<file path="config.mk">
export PLATFORM = sky130hd
export DESIGN_NAME = mac_pipe
export DESIGN_NICKNAME = d
export VERILOG_FILES = /design/src/rtl/mac_pipe.sv
export SDC_FILE = /design/constraint.sdc
export NUM_CORES = 1
export LEC_CHECK = 0
export BUFFER_PORTS_ARGS = -buffer_cell sky130_fd_sc_hd__buf_2
export CAP_MARGIN = 10
export CORE_UTILIZATION = 52
export CTS_CLUSTER_DIAMETER = 150
export DETAILED_ROUTE_END_ITERATION = 7
export PLACE_DENSITY = 0.72
export SLEW_MARGIN = 20
export SYNTH_ARGS = -nofsm -noshare
export SYNTH_HDL_FRONTEND = slang
export SYNTH_SLANG_ARGS = --single-unit
</file>
<file path="constraint.sdc">
create_clock -name clk_i -period 5.5 [get_ports clk_i]
set_clock_uncertainty 0.05 [all_clocks]
set_input_delay 0 -clock clk_i [delete_from_list [all_inputs] [get_ports clk_i]]
set_output_delay 0 -clock clk_i [all_outputs]
set_load 0.05 [all_outputs]
</file>
<file path="src/rtl/mac_pipe.sv">
// Pipelined multiply-accumulate with valid/ready handshake, per-beat signed/unsigned mode
// and an optional running accumulator held in the output register.
module mac_pipe #(
    parameter int unsigned WIDTH     = 8,
    parameter int unsigned PIPELINE  = 7,
    parameter int unsigned ACC_WIDTH = 2 * WIDTH + 8
) (
    input  logic                 clk_i,
    input  logic                 rst_n_i,
    input  logic                 valid_i,
    output logic                 ready_o,
    input  logic [WIDTH-1:0]     a_i,
    input  logic [WIDTH-1:0]     b_i,
    input  logic                 signed_i,
    input  logic                 acc_i,
    output logic                 valid_o,
    input  logic                 ready_i,
    output logic [ACC_WIDTH-1:0] c_o
);

    // Operands are extended to 2*WIDTH per their mode, so a modulo-2^(2*WIDTH) multiply
    // yields the exact product, which is then sign- or zero-extended to the result width.
    function automatic logic [ACC_WIDTH-1:0] mul_ext(input logic [WIDTH-1:0] a,
                                                     input logic [WIDTH-1:0] b,
                                                     input logic             sgn);
        logic        [2*WIDTH-1:0] aw;
        logic        [2*WIDTH-1:0] bw;
        logic        [2*WIDTH-1:0] pu;
        logic signed [2*WIDTH-1:0] ps;
        logic        [ACC_WIDTH-1:0] res;
        aw = {{WIDTH{sgn & a[WIDTH-1]}}, a};
        bw = {{WIDTH{sgn & b[WIDTH-1]}}, b};
        pu = aw * bw;
        ps = pu;
        if (sgn) begin
            res = ACC_WIDTH'(ps);
        end else begin
            res = ACC_WIDTH'(pu);
        end
        return res;
    endfunction

    logic                 adv;
    logic                 valid_q;
    logic [ACC_WIDTH-1:0] c_q;

    // Entry presented to the output/accumulate register this cycle.
    logic                 out_v;
    logic                 out_acc;
    logic [ACC_WIDTH-1:0] out_p;

    assign adv     = ready_i || !valid_q;
    assign ready_o = adv;
    assign valid_o = valid_q;
    assign c_o     = c_q;

    if (PIPELINE == 1) begin : g_comb
        assign out_v   = valid_i;
        assign out_acc = acc_i;
        assign out_p   = mul_ext(a_i, b_i, signed_i);
    end else begin : g_staged
        logic             s1_valid_q;
        logic             s1_signed_q;
        logic             s1_acc_q;
        logic [WIDTH-1:0] s1_a_q;
        logic [WIDTH-1:0] s1_b_q;

        always_ff @(posedge clk_i or negedge rst_n_i) begin
            if (!rst_n_i) begin
                s1_valid_q  <= 1'b0;
                s1_signed_q <= 1'b0;
                s1_acc_q    <= 1'b0;
                s1_a_q      <= '0;
                s1_b_q      <= '0;
            end else if (adv) begin
                s1_valid_q  <= valid_i;
                s1_signed_q <= signed_i;
                s1_acc_q    <= acc_i;
                s1_a_q      <= a_i;
                s1_b_q      <= b_i;
            end
        end

        if (PIPELINE == 2) begin : g_direct
            assign out_v   = s1_valid_q;
            assign out_acc = s1_acc_q;
            assign out_p   = mul_ext(s1_a_q, s1_b_q, s1_signed_q);
        end else begin : g_delay
            localparam int unsigned NumDly = PIPELINE - 2;

            // Entry 0 is the multiply stage; the rest only delay the extended product.
            logic [ACC_WIDTH-1:0] dp_q [NumDly];
            logic                 dv_q [NumDly];
            logic                 da_q [NumDly];

            always_ff @(posedge clk_i or negedge rst_n_i) begin
                if (!rst_n_i) begin
                    for (int i = 0; i < NumDly; i++) begin
                        dp_q[i] <= '0;
                        dv_q[i] <= 1'b0;
                        da_q[i] <= 1'b0;
                    end
                end else if (adv) begin
                    dp_q[0] <= mul_ext(s1_a_q, s1_b_q, s1_signed_q);
                    dv_q[0] <= s1_valid_q;
                    da_q[0] <= s1_acc_q;
                    for (int i = 1; i < NumDly; i++) begin
                        dp_q[i] <= dp_q[i-1];
                        dv_q[i] <= dv_q[i-1];
                        da_q[i] <= da_q[i-1];
                    end
                end
            end

            assign out_v   = dv_q[NumDly-1];
            assign out_acc = da_q[NumDly-1];
            assign out_p   = dp_q[NumDly-1];
        end
    end

    // A bubble clears valid_o but leaves c_o, so the accumulator survives gaps.
    always_ff @(posedge clk_i or negedge rst_n_i) begin
        if (!rst_n_i) begin
            valid_q <= 1'b0;
            c_q     <= '0;
        end else if (adv) begin
            valid_q <= out_v;
            if (out_v) begin
                c_q <= out_acc ? c_q + out_p : out_p;
            end
        end
    end

endmodule

</file>
==> summary.md, run 1 <==
| Metric | Value |
|---|---|
| Post-synthesis compound-gate area fraction | `0.0766` |
| Met3 usage | `0.0427` |
| Slew margin rel. | `0.476` |
| Die Y | `134 um` |
| Top cells by area, synth | `dfrtp_1 38%, nand2_1 16%, fa_1 14%` |
| Clk buf depth | `2` |
| CP Cell Sequence | `or2_2 > fa_1 > fa_1 > inv_1 > fa_1 > fa_1 > inv_1 > fa_1 > inv_1 > ha_1 > a21oi_2 > nor2b_1 > o21a_1 > o41ai_2 > o21ai_0 > xor2_1 > o21ai_0` |
| Final setup vio count | `0` |
| Largest family of logic cells by synthesized area | `simple AND/OR/NAND/NOR gates` |
| Crit. End Element | `register` |
| ANT nets after route | `0` |
| Number of max-cap violations | `0` |
| Drt pass-1 iters | `6` |
| Largest net degree at the start of global routing | `86` |
| F_max | `192 MHz` |
| Status | `finished clean` |
| Largest area contributor in the netlist | `dfrtp_1` |
| Slowest cell on crit path | `fa_1` |
| Number of flops mapped to enable cells by yosys | `0` |
| CTS clock-pin slew for the worst setup and hold paths | `0.07 ns` |
| Post-synthesis cell type count | `48` |
| ANT cells | `0` |
| Post-Synth XOR/XNOR Area | `0.0347` |
| Top-Level Pins | `48` |
| Core Area | `0.0168 mm2` |
| Multi-input gate area in the final layout | `0.00515 mm2` |
| Synth top cells by count | `381 x nand2_1, 139 x dfrtp_1, 80 x inv_1` |
| IO Port Bufs | `47` |
| Cells after Synth | `1,037` |
| Grt met2 use | `0.368` |
| Post-route clock period utilization | `0.948` |
| Global-route wire length before repair | `30,800 um` |
| H-tree depth | `4` |
| TritonCTS Buffers | `17` |
| Post-layout minimum cycle time | `5.21 ns` |
| CP arrival | `5.43 ns` |
| Worst Path Max Fanout | `4` |
| Adder and majority gate portion of the synthesized area | `0.218` |
| Max stage delay on crit path | `0.55 ns` |
| Starting Density | `0.540` |
| CTS tree | `built` |
| HPWL after detailed placement | `12,900 um` |
| Clk_lat worst skew | `0.42 ns` |
| Full die area | `0.0180 mm2` |
| CP startpoint kind | `register` |
| Area growth from synthesis to layout | `14.1%` |
| Mapped Area | `0.00909 mm2` |
| Routed wire length | `18,100 um` |
| Crit path launch | `g_staged.s1_a_q[0]$_DFFE_PN0N_` |
| GRT busiest layer | `met2` |
| Vias in the first global route | `6,662` |
| Final Wtd Congestion | `0.864` |
| DRC violations left | `0` |
| Row Count | `47` |
| Top-count cell post-synth | `nand2_1` |
| Total GRT Usage | `0.218` |
| CTS Sinks | `139` |
| Drt via density | `5.12` |
| Vias after detailed routing | `6,796` |
| Endpoints failing hold | `0` |
| Register bit total from synthesis | `139` |
| Reg area | `0.00348 mm2` |
| CP Class | `register to register` |
| Crit-path most repeated cell | `fa_1` |
| Net Count, Synth | `1,179` |
| Max Slew Vio Count | `0` |
| Crit path required time | `5.72 ns` |
| Fraction of registers with async set/reset | `1.00` |
| Hold crit path type | `primary input to async pin` |
| Ys flop type | `dfrtp_1` |
| Die X | `134 um` |
| 1st-iter DRT viols | `365` |
| GR Layer Usage met1 | `0.285` |
| Post-Synth Simple-Gate Area | `0.222` |
| Initial antenna violation count | `0` |
| Syn_area_per_cell | `8.76 um2` |
| Nets | `1,236` |
| Remaining global-route overflow | `0` |
| Fill count | `1,478` |
| Mux cell area share after synthesis | `0.0132` |
| Layout cell share with drive strength beyond 1 | `0.0976` |
| Ys Warns | `0` |
| Post-CTS Setup Bufs | `0` |
| Final core utilization | `0.616` |
| Reg2reg start | `g_staged.s1_a_q[0]$_DFFE_PN0N_` |
| Slew @ Worst Pin | `0.787 ns` |
| Root Buffer | `clkbuf_16` |
| Avg WL per Cell | `13.6 um` |
| Seq/Total Area, Yosys | `0.383` |
| Post-synth top area share | `0.383` |
==> path summary, 6_finish.rpt <==
check                                                          to  slack [ns]  cells past startpoint
max reg2reg                g_staged.g_delay.dp_q[111]$_DFFE_PN0N_        0.29                     17
max in group asynchronous   g_staged.g_delay.dp_q[70]$_DFFE_PN0N_        4.03                      3
min reg2reg                 g_staged.g_delay.dp_q[80]$_DFFE_PN0N_        0.41                      2
min in group clk_i                           out_p[2]$_DFFE_PN0N_        0.17                      5
min                                            c_o[8]$_DFFE_PN0P_        0.13                      2
max                        g_staged.g_delay.dp_q[111]$_DFFE_PN0N_        0.29                     17
==> flip-flops by register name, indices dropped and copies added, names as in the netlist <==
| name | flops |
|---|---|
| valid_o | 1 |
| out_v | 1 |
| g_staged.s1_b_q | 8 |
| g_staged.s1_valid_q | 1 |
| g_staged.s1_signed_q | 1 |
| g_staged.g_delay.da_q | 4 |
| g_staged.g_delay.dp_q | 68 |
| out_p | 17 |
| c_o | 24 |
| g_staged.s1_a_q | 8 |
| out_acc | 1 |
| g_staged.s1_acc_q | 1 |
| g_staged.g_delay.dv_q | 4 |
==> logic make-up after synthesis <==
group | count (synthesis)
multiplexers | 12
AO/OA/AOI/OAI | 113
adder cells (fa/ha/maj) | 120
XOR/XNOR | 36
AND/OR/NAND/NOR | 490
flip-flops | 139
buffers and inverters | 127
==> layout make-up <==
cell class / instances / share of cell area
Inverter: 81 / 0.0295
Multi-Input combinational cell: 771 / 0.497
Clock inverter: 13 / 0.0139
Timing Repair Buffer: 84 / 0.0549
Clock buffer: 19 / 0.0427
Sequential cell: 139 / 0.336
Tap cell: 220 / 0.0266
==> what timing repair did <==
item,in CTS,in global routing
resized for setup,0,2
hold endpoints to repair,103,0
hold buffers,20,0
setup endpoints to repair,0,3
==> cells in the final DEF (no fill, tap or decap), types with 17 or more instances in the layout <==
cell type	instances
ha_1	56
buf_2	46
dlygate4sd3_1	20
a21oi_1	34
inv_1	80
o21ai_0	36
fa_1	64
nor2_1	37
and2_1	38
buf_4	17
clkbuf_16	17
nand2_1	381
xnor2_1	24
dfrtp_1	139
==> per-stage QoR <==
stage / hold WS (ns) / worst slack, ns / instance area (um2) / instances / TNS [ns]
3_3_place_gp: 0.0547 / 0.345 / 9570 / 1275 / 0
4_1_cts: 0.171 / 0.137 / 10400 / 1327 / 0
6_report: 0.131 / 0.288 / 10400 / 1327 / 0
3_5_place_dp: 0.0574 / 0.213 / 9570 / 1275 / 0
5_1_grt: 0.193 / -0.0369 / 10400 / 1327 / -0.0369
2_1_floorplan: -0.346 / 0.0517 / 9090 / 1037 / 0
==> per-layer routing <==
layer  vias up  share of wire
met4         0          0.012
met1      3258           0.46
li1       3387              -
met2       132           0.50
met3        19          0.036
met5         -              0
==> worst max-delay path: cells and delay by family, from the launching register on <==
kind,cells,cell delay [ns]
xor+xnor,1,0.22
compound gates,5,0.94
flops,1,0.40
fa+ha+maj,6,2.91
buf+inv,3,0.15
simple gates,2,0.39
Power of run 1 is left out: the tool's default activity adds up to more than one toggle a clock period on the data nets, which glitch-free logic cannot reach.
==> run 2, diff against run 1 <==
--- a/config.mk
+++ b/config.mk
@@ -5,12 +5,12 @@
 export SDC_FILE = /design/constraint.sdc
 export NUM_CORES = 1
 export LEC_CHECK = 0
-export BUFFER_PORTS_ARGS = -buffer_cell sky130_fd_sc_hd__buf_2
 export CAP_MARGIN = 10
 export CORE_UTILIZATION = 52
 export CTS_CLUSTER_DIAMETER = 150
 export DETAILED_ROUTE_END_ITERATION = 7
-export PLACE_DENSITY = 0.72
+export DONT_BUFFER_PORTS = 1
+export PLACE_DENSITY = 0.7
 export SLEW_MARGIN = 20
 export SYNTH_ARGS = -nofsm -noshare
 export SYNTH_HDL_FRONTEND = slang
==> constraint.sdc (replaced) <==
create_clock -name clk_i -period 5.5 [get_ports clk_i]
set_clock_uncertainty 0.05 [all_clocks]
set_input_delay 0.55 -clock clk_i [delete_from_list [all_inputs] [get_ports clk_i]]
set_output_delay 0.55 -clock clk_i [all_outputs]
set_load 0.005 [all_outputs]
==> summary.md, run 2 (synthesis results as in run 1) <==
| Metric | Value |
|---|---|
| Die X | `134 um (unchanged)` |
| CTS clock-pin slew for the worst setup and hold paths | `0.06 ns (was 0.07 ns)` |
| Reg2reg start | `g_staged.s1_a_q[0]$_DFFE_PN0N_ (unchanged)` |
| Initial antenna violation count | `0 (unchanged)` |
| Die Y | `134 um (unchanged)` |
| Drt via density | `5.12 (about the same)` |
| Final setup vio count | `0 (unchanged)` |
| DRC violations left | `0 (unchanged)` |
| Number of max-cap violations | `0 (unchanged)` |
| CP Buf/Inv Count | `4 (was 3)` |
| Remaining global-route overflow | `0 (unchanged)` |
| Vias in the first global route | `6,259 (was 6,662)` |
| Commonest non-fill, non-tap cell in the layout | `nand2_1 (unchanged)` |
| Row Count | `47 (unchanged)` |
| CP startpoint kind | `register (unchanged)` |
| Max stage delay on crit path | `0.56 ns (was 0.55 ns)` |
| TritonCTS Buffers | `17 (unchanged)` |
| Post-route clock period utilization | `0.946 (was 0.948)` |
| 1st-iter DRT viols | `295 (was 365)` |
| Top reg by flops | `g_staged.g_delay.dp_q (unchanged)` |
| CP arrival | `5.43 ns (about the same)` |
| H-tree depth | `4 (unchanged)` |
| Vias after detailed routing | `6,430 (was 6,796)` |
| Global-route wire length before repair | `30,000 um (was 30,800 um)` |
| Cell count after placement | `1,222 (was 1,275)` |
| Worst R2R Path Depth | `18 (was 17)` |
| Slowest cell on crit path | `fa_1 (unchanged)` |
| CTS tree | `built (unchanged)` |
| Avg WL per Cell | `13.9 um (was 13.6 um)` |
| Most frequent cells in the layout | `381 x nand2_1, 138 x dfrtp_1, 80 x inv_1 (was 381 x nand2_1, 139 x dfrtp_1, 80 x inv_1)` |
| Max Slew Vio Count | `0 (unchanged)` |
| Final Instance Area | `0.00992 mm2 (was 0.0104 mm2)` |
| Worst R2R Setup Slack | `0.30 ns (was 0.29 ns)` |
| Final core utilization | `0.590 (was 0.616)` |
| Clk buf depth | `2 (unchanged)` |
| Slew margin rel. | `0.473 (was 0.476)` |
| Slew @ Worst Pin | `0.791 ns (was 0.787 ns)` |
| CTS Sinks | `139 (unchanged)` |
| Crit-path most repeated cell | `fa_1 (unchanged)` |
| Min Hold Slack | `-0.00623 ns (was 0.131 ns)` |
| Failing checks | `hold timing` |
| Fin Setup TNS | `0 ns (unchanged)` |
| Instance area at placement | `0.00928 mm2 (was 0.00957 mm2)` |
| CP Class | `register to register (unchanged)` |
| Unrepaired setup endpoints after global routing | `false` |
| Multi-input gate area in the final layout | `0.00515 mm2 (about the same)` |
| Status | `finished with violations (was finished clean)` |
| Root Buffer | `clkbuf_16 (unchanged)` |
| Post-CTS Setup Bufs | `0 (unchanged)` |
| Top-Level Pins | `48 (unchanged)` |
| Core Area | `0.0168 mm2 (unchanged)` |
| Reg area | `0.00348 mm2 (about the same)` |
| ANT nets after route | `0 (unchanged)` |
| Worst Path Max Fanout | `10 (was 4)` |
| Crit path required time | `5.73 ns (was 5.72 ns)` |
| Crit. End Element | `register (unchanged)` |
| Final Wtd Congestion | `0.862 (was 0.864)` |
| Max reg flops | `68 (unchanged)` |
| HPWL after detailed placement | `12,400 um (was 12,900 um)` |
| Worst path depth | `18 (was 17)` |
| ANT cells | `0 (unchanged)` |
| Fill count | `1,519 (was 1,478)` |
| F_max | `192 MHz (about the same)` |
| R2R Path End | `g_staged.g_delay.dp_q[110]$_DFFE_PN0N_ (was g_staged.g_delay.dp_q[111]$_DFFE_PN0N_)` |
| Endpoints failing hold | `2 (was 0)` |
| Finished Layout Cells | `1,255 (was 1,327)` |
| Area growth from synthesis to layout | `9.17% (was 14.1%)` |
| Routed wire length | `17,500 um (was 18,100 um)` |
| Largest net degree at the start of global routing | `140 (was 86)` |
| Starting Density | `0.540 (unchanged)` |
| Nets | `1,164 (was 1,236)` |
| Hold crit path type | `primary input to async pin (unchanged)` |
| Full die area | `0.0180 mm2 (unchanged)` |
| Layout cell share with drive strength beyond 1 | `0.0551 (was 0.0976)` |
| Clk_lat worst skew | `0.43 ns (was 0.42 ns)` |
| Drt pass-1 iters | `4 (was 6)` |
| Post-layout minimum cycle time | `5.20 ns (was 5.21 ns)` |
| IO Port Bufs | `0 (was 47)` |
| CP Cell Sequence | `or2_2 > fa_1 > fa_1 > inv_1 > fa_1 > fa_1 > inv_1 > fa_1 > inv_1 > ha_1 > inv_1 > o21bai_1 > a21oi_1 > o21bai_1 > a31o_2 > a21oi_1 > xor2_1 > o21ai_0 (was or2_2 > fa_1 > fa_1 > inv_1 > fa_1 > fa_1 > inv_1 > fa_1 > inv_1 > ha_1 > a21oi_2 > nor2b_1 > o21a_1 > o41ai_2 > o21ai_0 > xor2_1 > o21ai_0)` |
| Crit path max-delay family | `adder cells (unchanged)` |
| Total GRT Usage | `0.213 (was 0.218)` |
-- run 2: cell types whose count changed in the layout (fill, tap and decap cells not counted), sizes merged --
| cell | change |
|---|---|
| buf | -52 |
| dlygate4sd3 | -20 |
| clkinv | -1 |
| clkinvlp | -1 |
| clkbuf | -1 |
| inv | +3 |
-- run 2: worst max path at each step --
stage                                          start                                endpoint  slack, ns
floorplan           g_staged.s1_signed_q$_DFFE_PN0N_  g_staged.g_delay.dp_q[118]$_DFFE_PN0N_       0.05
global placement      g_staged.s1_a_q[0]$_DFFE_PN0N_  g_staged.g_delay.dp_q[111]$_DFFE_PN0N_       0.29
detailed placement    g_staged.s1_a_q[0]$_DFFE_PN0N_  g_staged.g_delay.dp_q[111]$_DFFE_PN0N_       0.18
CTS                   g_staged.s1_a_q[0]$_DFFE_PN0N_  g_staged.g_delay.dp_q[111]$_DFFE_PN0N_       0.16
global route          g_staged.s1_a_q[0]$_DFFE_PN0N_  g_staged.g_delay.dp_q[111]$_DFFE_PN0N_       0.01
finish                g_staged.s1_a_q[0]$_DFFE_PN0N_  g_staged.g_delay.dp_q[110]$_DFFE_PN0N_       0.30
-- run 2: final cells by class --
| cell class | count | share of cell area |
|---|---|---|
| Sequential cell | 139 | 0.351 |
| Clock buffer | 18 | 0.0443 |
| Clock inverter | 14 | 0.0161 |
| Timing Repair Buffer | 12 | 0.0115 |
| Multi-Input combinational cell | 771 | 0.519 |
| Tap cell | 220 | 0.0277 |
| Inverter | 81 | 0.0309 |
-- run 2: what timing repair did --
item                                    CTS  global route
gates resized for setup                   0             2
endpoints found under the setup margin    0             3
hold buffers                              1             0
endpoints found under the hold margin   139             0
-- run 2: stage by stage --
step / worst slack (ns) / hold WS [ns]
after floorplan: 0.0517 / 0.204
after global placement: 0.294 / 0.207
after detailed placement: 0.177 / 0.208
after CTS: 0.163 / 0.0894
after global routing: 0.0135 / 0.0875
final: 0.298 / -0.00623
-- run 2: per-layer routing --
| metal | wire (um) | global-route usage | part of all wire |
|---|---|---|---|
| met5 | 0 | 0 | 0 |
| met2 | 8470 | 0.343 | 0.48 |
| met4 | 265 | 0.0680 | 0.015 |
| met1 | 8070 | 0.286 | 0.46 |
| met3 | 678 | 0.0480 | 0.039 |
Power of run 2 is left out for the same reason.
